## src/rtl/multdiv_pkg.sv

```systemverilog
// Shared definitions for the iterative multiply/divide unit: operation codes,
// FSM states and iteration-counter sizing.
package multdiv_pkg;

  localparam logic [1:0] OP_MULTU = 2'b00;
  localparam logic [1:0] OP_MULT  = 2'b01;
  localparam logic [1:0] OP_DIVU  = 2'b10;
  localparam logic [1:0] OP_DIV   = 2'b11;

  typedef enum logic [1:0] {OCIOSO, CALCULA, CONCLUI} estado_t;

  localparam int LARGURA_PADRAO = 32;
  // The counter must reach LARGURA itself, hence +1.
  localparam int CONT_W = $clog2(LARGURA_PADRAO + 1);

  function automatic int cont_largura(input int largura);
    return $clog2(largura + 1);
  endfunction

endpackage

```

## src/rtl/multdiv_passo.sv

```systemverilog
// One radix-2 iteration on the {HI,LO} accumulator: shift-add for multiply,
// restoring shift-subtract for divide.
module multdiv_passo #(
  parameter int W = 32
) (
  input  logic           divide_i,
  input  logic [2*W-1:0] acc_i,
  input  logic [W-1:0]   oper_i,
  output logic [2*W-1:0] acc_o
);

  logic [W:0] soma;
  logic [W:0] parcial;
  logic [W:0] dif;

  assign soma    = {1'b0, acc_i[2*W-1:W]} + {1'b0, oper_i};
  // Partial remainder after the left shift needs one extra bit.
  assign parcial = acc_i[2*W-1:W-1];
  assign dif     = parcial - {1'b0, oper_i};

  always_comb begin
    acc_o = acc_i;
    if (!divide_i) begin
      if (acc_i[0]) acc_o = {soma, acc_i[W-1:1]};
      else          acc_o = {1'b0, acc_i[2*W-1:1]};
    end else begin
      if (parcial >= {1'b0, oper_i}) acc_o = {dif[W-1:0], acc_i[W-2:0], 1'b1};
      else                           acc_o = {acc_i[2*W-2:0], 1'b0};
    end
  end

endmodule

```

## src/rtl/unidade_mult_div.sv

```systemverilog
// Iterative multiply/divide unit producing {HI,LO} with a one-cycle WriteHILO.
// Define MULTDIV_SIGNED_EN to enable signed mult/div (Operacao[0]=1).
module unidade_mult_div
  import multdiv_pkg::*;
#(
  parameter int LARGURA = 32
) (
  input  logic                 clk,
  input  logic                 rst,
  input  logic                 Inicia,
  input  logic [1:0]           Operacao,
  input  logic [LARGURA-1:0]   Operando_A,
  input  logic [LARGURA-1:0]   Operando_B,
  output logic [2*LARGURA-1:0] ResultadoHILO,
  output logic                 WriteHILO,
  output logic                 Ocupado
);

  localparam int W  = LARGURA;
  localparam int CW = cont_largura(LARGURA);

  estado_t        estado_q, estado_d;
  logic [CW-1:0]  cont_q, cont_d;
  logic [2*W-1:0] acc_q, acc_d, acc_passo, res_q, res_d, final_c;
  logic [W-1:0]   a_q, a_d, b_q, b_d, mag_a, mag_b;
  logic           div_q, div_d, write_q, write_d, ocup_q, ocup_d;
  logic           eh_div, aceita;

  assign eh_div = (Operacao == OP_DIVU) || (Operacao == OP_DIV);
  // CONCLUI also accepts, giving one operation every LARGURA+2 cycles.
  assign aceita = Inicia && (estado_q != CALCULA);

`ifdef MULTDIV_SIGNED_EN
  logic sa_q, sb_q, sa_n, sb_n, eh_sinal;

  assign eh_sinal = (Operacao == OP_MULT) || (Operacao == OP_DIV);
  assign sa_n     = eh_sinal & Operando_A[W-1];
  assign sb_n     = eh_sinal & Operando_B[W-1];
  assign mag_a    = sa_n ? -Operando_A : Operando_A;
  assign mag_b    = sb_n ? -Operando_B : Operando_B;

  always_ff @(posedge clk or posedge rst) begin
    if (rst) begin
      sa_q <= 1'b0;
      sb_q <= 1'b0;
    end else if (aceita) begin
      sa_q <= sa_n;
      sb_q <= sb_n;
    end
  end

  always_comb begin
    final_c = acc_q;
    if (!div_q) begin
      if (sa_q ^ sb_q) final_c = -acc_q;
    end else if (b_q == '0) begin
      final_c = {a_q, {W{1'b1}}};
    end else begin
      if (sa_q ^ sb_q) final_c[W-1:0]   = -acc_q[W-1:0];
      if (sa_q)        final_c[2*W-1:W] = -acc_q[2*W-1:W];
    end
  end
`else
  assign mag_a = Operando_A;
  assign mag_b = Operando_B;

  always_comb begin
    final_c = acc_q;
    if (div_q && b_q == '0) final_c = {a_q, {W{1'b1}}};
  end
`endif

  multdiv_passo #(.W(W)) u_passo (
    .divide_i (div_q),
    .acc_i    (acc_q),
    .oper_i   (div_q ? b_q : a_q),
    .acc_o    (acc_passo)
  );

  always_comb begin
    estado_d = estado_q;
    cont_d   = cont_q;
    acc_d    = acc_q;
    a_d      = a_q;
    b_d      = b_q;
    div_d    = div_q;
    res_d    = res_q;
    write_d  = 1'b0;
    ocup_d   = ocup_q;
    case (estado_q)
      CALCULA: begin
        if (cont_q == CW'(LARGURA)) begin
          res_d    = final_c;
          write_d  = 1'b1;
          estado_d = CONCLUI;
        end else begin
          acc_d  = acc_passo;
          cont_d = cont_q + CW'(1);
        end
      end
      CONCLUI: begin
        ocup_d   = 1'b0;
        estado_d = OCIOSO;
      end
      default: estado_d = OCIOSO;
    endcase
    if (aceita) begin
      a_d      = mag_a;
      b_d      = mag_b;
      div_d    = eh_div;
      cont_d   = '0;
      acc_d    = eh_div ? {{W{1'b0}}, mag_a} : {{W{1'b0}}, mag_b};
      ocup_d   = 1'b1;
      estado_d = CALCULA;
    end
  end

  always_ff @(posedge clk or posedge rst) begin
    if (rst) begin
      estado_q <= OCIOSO;
      cont_q   <= '0;
      acc_q    <= '0;
      a_q      <= '0;
      b_q      <= '0;
      div_q    <= 1'b0;
      res_q    <= '0;
      write_q  <= 1'b0;
      ocup_q   <= 1'b0;
    end else begin
      estado_q <= estado_d;
      cont_q   <= cont_d;
      acc_q    <= acc_d;
      a_q      <= a_d;
      b_q      <= b_d;
      div_q    <= div_d;
      res_q    <= res_d;
      write_q  <= write_d;
      ocup_q   <= ocup_d;
    end
  end

  assign ResultadoHILO = res_q;
  assign WriteHILO     = write_q;
  assign Ocupado       = ocup_q;

endmodule

```

## config.mk

```make
export PLATFORM = sky130hd
export DESIGN_NAME = unidade_mult_div
export DESIGN_NICKNAME = d
export VERILOG_FILES = /design/src/rtl/multdiv_pkg.sv /design/src/rtl/multdiv_passo.sv /design/src/rtl/unidade_mult_div.sv
export SDC_FILE = /design/constraint.sdc
export NUM_CORES = 1
export LEC_CHECK = 0
export ABC_AREA = 1
export CORE_AREA = 2 2 126 250
export CTS_CLUSTER_DIAMETER = 80
export DETAILED_ROUTE_END_ITERATION = 8
export DIE_AREA = 0 0 128 252
export HOLD_SLACK_MARGIN = 0.02
export PLACE_DENSITY = 0.7
export RECOVER_POWER = 50
export SYNTH_ARGS = -nofsm -noshare
export SYNTH_HDL_FRONTEND = slang
export SYNTH_SLANG_ARGS = --single-unit
```

## constraint.sdc

```tcl
create_clock -name clk -period 12.85 [get_ports clk]
set_input_delay 3.855 -clock clk [delete_from_list [all_inputs] [get_ports clk]]
set_output_delay 3.855 -clock clk [all_outputs]
set_load 0.01 [all_outputs]
```

Word-level counts from Yosys, hierarchy flattened

Index checks and enable logic that the tools add are counted.

Bits in registers: 203
Output and inout bits: 66

Reductions and logical operators: 8
Order comparisons: 1
Equal/unequal tests: 8
Muxes and demuxes: 19
$add $sub $neg: 3

Operator list:

| operator            | number |
|---|---|
| $mux 64             | 7 |
| $mux 32             | 2 |
| $add 32x32->33      | 1 |
| $ge 33x32->1        | 1 |
| $logic_not 32->1    | 1 |
| $sub 32x32->32      | 1 |
| $mux 6              | 3 |
| $add 6x1->6 const B | 1 |
| $eq 2x2->1 const B  | 3 |
| $eq 6x6->1 const B  | 1 |
| $mux 2              | 3 |
| $mux 1              | 4 |
| $reduce_and 2->1    | 2 |
| $reduce_bool 2->1   | 2 |
| $ne 3x3->1 const B  | 1 |
| $eq 2x1->1 const B  | 1 |
| $logic_and 1x1->1   | 2 |
| $ne 2x1->1 const B  | 1 |
| $ne 2x2->1 const B  | 1 |
| $logic_or 1x1->1    | 1 |

Logic depth before layout (Yosys ltp)

Gate-level depths: netlist of run 1.

Depth after elaboration: 7
Gate-level depth with buffers: 22

By module

From an unflattened synthesis of run 1, not the netlist that was laid out.

Cells, all modules: 2461
Area total of the unflattened synthesis: 15792.6 sq um

By module, submodules not included:

| module           | area an instance (sq um) | instances | sequential area each (sq um) | cells an instance |
|---|---|---|---|---|
| unidade_mult_div | 9273.9                   | 1         | 5079.9                       | 1088 |
| multdiv_passo    | 6518.8                   | 1         | 0.0                          | 1373 |

Worst setup path before layout of run 1

Ideal clock, no wire load.

Path kind: input to register
Start: input Inicia
End: register acc_q[33]
Buffers on the path: 2
Stages on the path: 7
Slack: 7923 ps
Required time: 12785 ps
Data arrival time: 4862 ps
Cells stage by stage: nand2_1 -> clkinv_1 -> nor2_1 -> buf_2 -> buf_2 -> nand2_1 -> nand2_1

Word-level cells in the longest chain between the ends: 3
Elaborated cells between the ends (all ways): 5

Ends and longest elaborated chain:

| what                                                             | RTL line                | source |
|---|---|---|
| start, declared                                                  | unidade_mult_div.sv:10  | `input logic Inicia,` |
| $logic_and 1x1->1 (*)                                            | unidade_mult_div.sv:31  | `assign aceita = Inicia && (estado_q != CALCULA);` |
| $ne 2x2->1 (no source line) or $reduce_bool 2->1 (tied branches) | --                      |  |
| $reduce_and 2->1 (no source line)                                | --                      |  |
| end signal, assigned                                             | unidade_mult_div.sv:122 | `acc_q <= '0;` |
| end signal, assigned                                             | unidade_mult_div.sv:132 | `acc_q <= acc_d;` |
| end, declared                                                    | unidade_mult_div.sv:24  | `logic [2*W-1:0] acc_q, acc_d, acc_passo, res_q, res_d, final_c;` |

Every way passes the cells marked *; elsewhere a longest branch is shown, timed or not.
A chain may end at the register's enable or synchronous reset.

==> run_results.csv, run 1 <==
group,metric,value,unit
global_route,track_usage,0.330,
layout,final_cell_mix,"837 x nand2_1, 336 x inv_1, 206 x o21ai_0",
clocking,cts_tree,"built",
yosys,yosysSeqAreaShare,0.339,
yosys,synth_async_sr_flop_share,1.00,
detailed_routing,vias,15373,
die,initial_core_util,0.497,
global_route,overflow,0,
setup_path,regToRegSetupSlack,4.91,ns
sta,slew_headroom,-3.10,
layout,stdcell_count,2794,
global_route,grt_max_degree,136,
clocking,clk_pin_slew,0.07,ns
clocking,cts_buffer_depth,3,
sta,max_freq,0.116,GHz
detailed_routing,finalWirelength,53000,um
sta,tns,0,ns
placed_design,gp_congestion,1.01,
flow_run,cap_violations,7,
global_route,gr-usage-met1,0.363,
yosys,syn_avg_cell_area,6.42,sq um
yosys,syn-cell-area,15000,sq um
sta,hold_violations,0,
setup_path,critPathArrivalTime,9.12,ns
sta,final_max_slew_viol_count,404,
detailed_routing,first_pass_iters,5,
clocking,cts_resized,0,
global_route,grt_pass1_wl,82000,um
die,die-area,32300,sq um
sta,period_needed,8.61,ns
clocking,cts-root-buf,"clkbuf_16",
yosys,synth_flop_cell,"dfrtp_1",
die,core_area,30200,sq um
clocking,cts_setup_buffers,0,
setup_path,setup.worst_path.class,"input pin to async pin",
global_route,grt.busiest_layer,"met2",
layout,final_layout_size_suffix_gt1_frac,0.0247,
sta,rsz0062_at_grt,"no",
sta,max_slew.worst_pin.slew,6.15,ns
yosys,synth-seq-cells,203,
layout,syn_to_final_growth,13.7,%
yosys,ys_warn_count,0,
clocking,tritoncts_num_sinks,203,
global_route,grtUsageMet3,0.0307,
global_route,antenna_found_initial,0,
sta,finClkSkew,0.0204,ns
layout,diodes,0,
detailed_routing,avgViaCountPerCell,5.50,
placed_design,portBuffers,133,
clocking,cts_hold_buf,0,
layout,layout_commonest_cell,"nand2_1",
global_route,grt_use_met2,0.591,
die,die_width,128,um
setup_path,crit_fanout,135,
sta,setup_viol,0,
die,pin_count,135,
die,die_h,252,um
detailed_routing,wl_per_cell,19.0,um
min_path,hold_path_class,"flip-flop to flip-flop",
layout,finalNetCount,2550,
sta,finalCritPeriodShare,0.670,
layout,final_util,0.565,
detailed_routing,drcViolationCount,0,
yosys,mappedNetlistNets,2474,
placed_design,post-place-cells,2760,
setup_path,crit_path_end_kind,"async pin",
setup_path,required,13.37,ns
run_status,status,"finished, violations left",
detailed_routing,ant_nets,0,
die,row_count,90,
yosys,synthCells,2337,
placed_design,place_hpwl,40400,um
clocking,numCtsBuffers,19,
yosys,yosys.cell_types.count,45,
yosys,synth_edf_count,0,
detailed_routing,dr.first_iter.drc_count,1166,
setup_path,start_kind,"input pin",
clocking,h-tree-depth,1,
global_route,grt_pass1_vias,15309,
clocking,clock_latency,0.52,ns
run_status,failed_checks,"capacitance limit, slew limit",
==> kinds of logic (layout without fill, tap and decap cells) <==
kind of cell    after synthesis  in the layout  synth area share
simple gates               1192           1192             0.327
buf+inv                     431            520             0.112
compound gates              422            422             0.152
flops                       203            203             0.339
fa+ha+maj                    68             68            0.0577
xor+xnor                     21             21            0.0123
==> metal layers <==
layer,wire length [um],up-vias,part of all wire
li1,-,7622,-
met1,19300,7047,0.36
met2,27000,521,0.51
met3,2370,183,0.045
met4,4360,0,0.082
met5,0,-,0
==> metrics by stage <==
step	worst slack (ns)	instance area [sq um]	hold slack (ns)
finish	4.24	17100	0.486
global route	3.38	17100	0.516
CTS	6.89	17100	0.493
detailed placement	6.37	16500	0.476
global placement	6.43	16500	0.467
floorplan	3.46	15000	0.458
==> area by class of cell <==
type | instances | area [sq um]
Sequential cell | 203 | 5080
Clock buffer | 24 | 534
Fill cell | 3057 | 13100
Clock inverter | 10 | 70.1
Inverter | 340 | 1280
Multi-Input combinational cell | 1703 | 8210
Timing Repair Buffer | 146 | 1410
Tap cell | 368 | 460
==> cells in the mapped netlist (18+ instances only) <==
library cell  instances  area share
o21ai_1              24      0.0080
a31oi_1              32       0.013
a22oi_1              20       0.010
nand2_1             837        0.21
clkbuf_1             68       0.017
nand3_1             113       0.038
xnor2_1              18       0.011
nand4_1              36       0.015
a21oi_1             134       0.045
inv_1               335       0.084
dfrtp_1             203        0.34
nor2_1              145       0.036
o21ai_0             185       0.062
ha_1                 66       0.055
==> critical path, stage by stage <==
cell and delay (ns):
dlygate4sd3_1 0.55, clkinvlp_2 3.36, buf_4 1.09
==> path summary, 6_finish.rpt <==
path	depth (start not counted)	endpoint	from
max in group clk	16	acc_q[42]	div_q
min	2	ResultadoHILO[35]	ResultadoHILO[35]
max reg2reg	16	acc_q[42]	div_q
max	3	a_q[17]	rst
min in group asynchronous	2	ResultadoHILO[26]	rst
min reg2reg	2	ResultadoHILO[35]	ResultadoHILO[35]
==> state kept, by name (all words and copies together) (netlist names) <==
signal / flops
Ocupado: 1
ResultadoHILO: 64
WriteHILO: 1
a_q: 32
acc_q: 64
b_q: 32
cont_q: 6
div_q: 1
estado_q: 2
Power of run 1 is left out: the tool's default activity adds up to more than one toggle a clock period on the data nets, which glitch-free logic cannot reach.
==> run 2, diff against run 1 <==
==> constraint.sdc (replaced) <==
create_clock -name clk -period 8.25 [get_ports clk]
set_input_delay 2.475 -clock clk [delete_from_list [all_inputs] [get_ports clk]]
set_output_delay 2.475 -clock clk [all_outputs]
set_load 0.01 [all_outputs]
==> run_results.csv, run 2 (synthesized netlist as in run 1, its figures left out) <==
group,metric,value,unit
run_status,status,"finished, violations left",
run_status,failed_checks,"capacitance limit, slew limit",
placed_design,gp_congestion,0.965,
detailed_routing,first_pass_iters,7,
global_route,overflow,0,
die,die_width,128,um
clocking,cts_buffer_depth,3,
global_route,antenna_found_initial,0,
die,initial_core_util,0.497,
layout,diodes,0,
global_route,grt_max_degree,115,
setup_path,setup.worst_path.class,"flip-flop to flip-flop",
setup_path,crit_chain,"buf_4, o21ai_0, ha_1, inv_1, nor2_1, nand2_1, nor2_1, nand2_1, nand3_1, a21oi_4, nand2_8, nor2_4, nand2_1, nand4_1, nand2_1",
die,row_count,90,
sta,tns,0,ns
layout,finalNetCount,2551,
flow_run,cap_violations,6,
setup_path,crit_path_end_kind,"flip-flop",
min_path,hold_path_class,"flip-flop to flip-flop",
setup_path,start_kind,"flip-flop",
detailed_routing,ant_nets,0,
clocking,cts_resized,0,
setup_path,max_stage_delay,2.03,ns
detailed_routing,avgViaCountPerCell,5.58,
clocking,cts_hold_buf,0,
detailed_routing,vias,15562,
die,die-area,32300,sq um
setup_path,cp_num_buf_inv,2,
layout,final_layout_size_suffix_gt1_frac,0.0239,
sta,final_max_slew_viol_count,367,
die,die_h,252,um
sta,hold_violations,0,
clocking,cts-root-buf,"clkbuf_16",
detailed_routing,drcViolationCount,0,
die,pin_count,135,
global_route,grt_pass1_wl,83200,um
sta,setup_viol,0,
global_route,grt_pass1_vias,15404,
setup_path,cp_slowest_cell,"dfrtp_1",
die,core_area,30200,sq um
setup_path,crit_fanout,114,
layout,final_cell_mix,"837 x nand2_1, 335 x inv_1, 206 x o21ai_0",
detailed_routing,wl_per_cell,19.2,um
layout,fill_cells,3054,
layout,syn_to_final_growth,13.9,%
sta,max_freq,0.159,GHz
sta,finClkSkew,0.0180,ns
clocking,clk_pin_slew,0.07,ns
clocking,numCtsBuffers,19,
setup_path,crit_path_frequent_cell,"nand2_1",
sta,slew_headroom,-1.78,
placed_design,portBuffers,133,
clocking,clock_latency,0.52,ns
setup_path,critPathArrivalTime,6.69,ns
layout,design_area,17100,sq um
setup_path,required,8.65,ns
detailed_routing,dr.first_iter.drc_count,1238,
global_route,track_usage,0.336,
placed_design,place_hpwl,40900,um
sta,rsz0062_at_grt,"no",
clocking,cts_setup_buffers,0,
clocking,h-tree-depth,1,
clocking,cts_tree,"built",
layout,layout_commonest_cell,"nand2_1",
placed_design,place_area,16500,sq um
detailed_routing,finalWirelength,53500,um
sta,period_needed,6.28,ns
setup_path,cp_top_family,"flip-flops",
clocking,tritoncts_num_sinks,203,
sta,finalCritPeriodShare,0.762,
sta,max_slew.worst_pin.slew,4.15,ns
-- run 2: cell count changes in the layout (fill, tap and decap cells not counted), sizes merged --
| cell | delta |
|---|---|
| inv | +1 |
| bufinv | +2 |
| clkinvlp | -2 |
| clkinv | -3 |
| dlygate4sd3 | -5 |
| buf | +1 |
| clkbuf | -2 |
| clkdlybuf4s50 | +5 |
-- run 2: per-stage QoR --
step	hold slack, ns	setup slack, ns	util	std cells
after floorplan	0.458	0.236	-	2337
after global placement	0.467	3.19	0.547	2761
after detailed placement	0.467	3.16	0.547	2761
after CTS	0.484	3.26	0.567	2791
after global routing	0.513	1.55	0.566	2791
final	0.482	1.97	0.566	2791
-- run 2: area by class of cell --
| type | instances | area [sq um] | share of cell area |
|---|---|---|---|
| clock buffers | 22 | 497 | 0.0291 |
| repair buffers | 147 | 1420 | 0.0832 |
| multi-input cells | 1703 | 8240 | 0.482 |
| well taps | 368 | 460 | 0.0270 |
| inverters | 340 | 1280 | 0.0749 |
| clock inverters | 8 | 108 | 0.00630 |
| flip-flops and latches | 203 | 5080 | 0.297 |
-- run 2: metal layers --
metal	global-route usage	routed length, um	vias to the layer above
met5	0	0	-
li1	-	-	7605
met1	0.367	19100	7204
met3	0.0305	2620	191
met4	0.257	4930	0
met2	0.593	26900	562
-- run 2: path summary, 6_finish.rpt --
kind,cells past startpoint,slack (ns),to,from
worst max-delay path,15,1.97,acc_q[33],div_q
worst min-delay path,2,0.48,ResultadoHILO[59],ResultadoHILO[59]
max in group asynchronous,3,2.33,acc_q[57],rst
worst min register to register,2,0.48,ResultadoHILO[59],ResultadoHILO[59]
worst max register to register,15,1.97,acc_q[33],div_q
min in group asynchronous,2,3.64,ResultadoHILO[26],rst
-- run 2: worst reg2reg max path: stages (launching register included) --
cell and delay [ns]:
dfrtp_1 2.03, buf_4 1.08, o21ai_0 0.54, ha_1 0.46, inv_1 0.17, nor2_1 0.07
nand2_1 0.06, nor2_1 0.04, nand2_1 0.13, nand3_1 0.14, a21oi_4 0.28, nand2_8 0.23
nor2_4 0.60, nand2_1 0.20, nand4_1 0.11, nand2_1 0.06
Power of run 2 is left out for the same reason.
==> run 3, diff against run 2 <==
==> constraint.sdc (replaced) <==
create_clock -name clk -period 5.95 [get_ports clk]
set_input_delay 1.785 -clock clk [delete_from_list [all_inputs] [get_ports clk]]
set_output_delay 1.785 -clock clk [all_outputs]
set_load 0.01 [all_outputs]
==> run_results.csv, run 3 (synthesized netlist as in run 1, its figures left out) <==
group,metric,value,unit
layout,syn_to_final_growth,14.2,%
setup_path,crit_fanout,77,
global_route,overflow,0,
clocking,tritoncts_num_sinks,203,
detailed_routing,vias,15479,
clocking,cts_hold_buf,0,
global_route,grt_pass1_wl,82000,um
detailed_routing,wl_met3,2480,um
detailed_routing,dr.max_layer_used,"met4",
sta,max_freq,0.196,GHz
layout,diodes,0,
sta,setup_viol,0,
layout,final_cell_mix,"837 x nand2_1, 334 x inv_1, 202 x dfrtp_1",
die,die-area,32300,sq um
setup_path,start_kind,"flip-flop",
layout,finalNetCount,2554,
clocking,h-tree-depth,1,
run_status,status,"finished, violations left",
detailed_routing,avgViaCountPerCell,5.54,
min_path,hold_path_class,"flip-flop to flip-flop",
placed_design,place_hpwl,41100,um
die,die_width,128,um
clocking,cts_setup_buffers,0,
setup_path,crit_path_end_kind,"flip-flop",
clocking,cts_resized,0,
sta,rsz0062_at_grt,"no",
sta,period_needed,5.10,ns
global_route,grt_max_degree,91,
sta,hold_violations,0,
clocking,cts_tree,"built",
layout,layout_commonest_cell,"nand2_1",
placed_design,portBuffers,133,
die,row_count,90,
clocking,cts-root-buf,"clkbuf_16",
sta,hold_slack,0.487,ns
detailed_routing,first_pass_iters,8,
clocking,cts_buffer_depth,3,
layout,stdcell_count,2796,
detailed_routing,drcViolationCount,0,
sta,finClkSkew,0.0302,ns
layout,final_layout_size_suffix_gt1_frac,0.0264,
die,pin_count,135,
die,core_area,30200,sq um
setup_path,critPathArrivalTime,5.46,ns
setup_path,setup.worst_path.class,"flip-flop to flip-flop",
sta,tns,0,ns
global_route,track_usage,0.331,
detailed_routing,dr.first_iter.drc_count,1145,
global_route,antenna_found_initial,0,
clocking,clk_pin_slew,0.07,ns
clocking,clock_latency,0.53,ns
die,die_h,252,um
detailed_routing,wl_per_cell,19.0,um
sta,final_max_slew_viol_count,228,
detailed_routing,ant_nets,0,
detailed_routing,m1WireLength,19200,um
clocking,numCtsBuffers,19,
die,initial_core_util,0.497,
placed_design,post-place-cells,2764,
global_route,grt_pass1_vias,15127,
sta,slew_headroom,-0.993,
sta,finalCritPeriodShare,0.857,
placed_design,gp_congestion,0.975,
layout,fill_cells,3033,
setup_path,required,6.31,ns
flow_run,cap_violations,6,
detailed_routing,dr_wl_met2,27200,um
run_status,failed_checks,"capacitance limit, slew limit",
detailed_routing,finalWirelength,53000,um
sta,max_slew.worst_pin.slew,2.99,ns
==> run 3: cell types whose count changed in the layout (fill, tap and decap cells not counted), moves of 2 or more <==
cell,change
o21ai_0,-5
o21ai_1,+5
clkbuf_8,+2
clkinv_2,+2
clkinv_4,-2
==> run 3: stage by stage <==
stage	area [sq um]	util	setup slack, ns
floorplan	15000	-	1.53
global placement	16600	0.548	1.70
detailed placement	16600	0.548	1.62
CTS	17200	0.569	1.61
global route	17100	0.568	0.716
finish	17100	0.568	0.852
==> run 3: final cells by class <==
class	instances	area (sq um)	area share
Tap cell	368	460	0.0269
Timing Repair Buffer	150	1450	0.0846
Clock inverter	8	100	0.00584
Clock buffer	24	524	0.0306
Multi-Input combinational cell	1703	8240	0.481
Sequential cell	203	5080	0.297
Inverter	340	1280	0.0746
==> run 3: worst paths after layout <==
kind	depth (start not counted)	to	start	slack, ns
worst max-delay path	8	ResultadoHILO[52]	div_q	0.85
worst min-delay path	2	ResultadoHILO[59]	ResultadoHILO[59]	0.49
worst max register to register	8	ResultadoHILO[52]	div_q	0.85
worst min register to register	2	ResultadoHILO[59]	ResultadoHILO[59]	0.49
max in group asynchronous	3	div_q	rst	1.48
min in group asynchronous	2	ResultadoHILO[42]	rst	2.05
==> run 3: layer usage <==
metal,global-route usage,up-vias
met3,0.0250,164
met1,0.368,7160
met5,0,-
met2,0.597,548
li1,-,7607
met4,0.219,0
==> run 3: critical path: stages, from the launching register on <==
cell and delay (ns):
dfrtp_4 0.91, clkinvlp_2 0.85, nor2_1 0.56, nand3_1 0.18
nor4_1 0.50, nand4_1 0.19, clkbuf_1 0.82, o21ai_0 0.81
nand2_1 0.11
Power of run 3 is left out for the same reason.
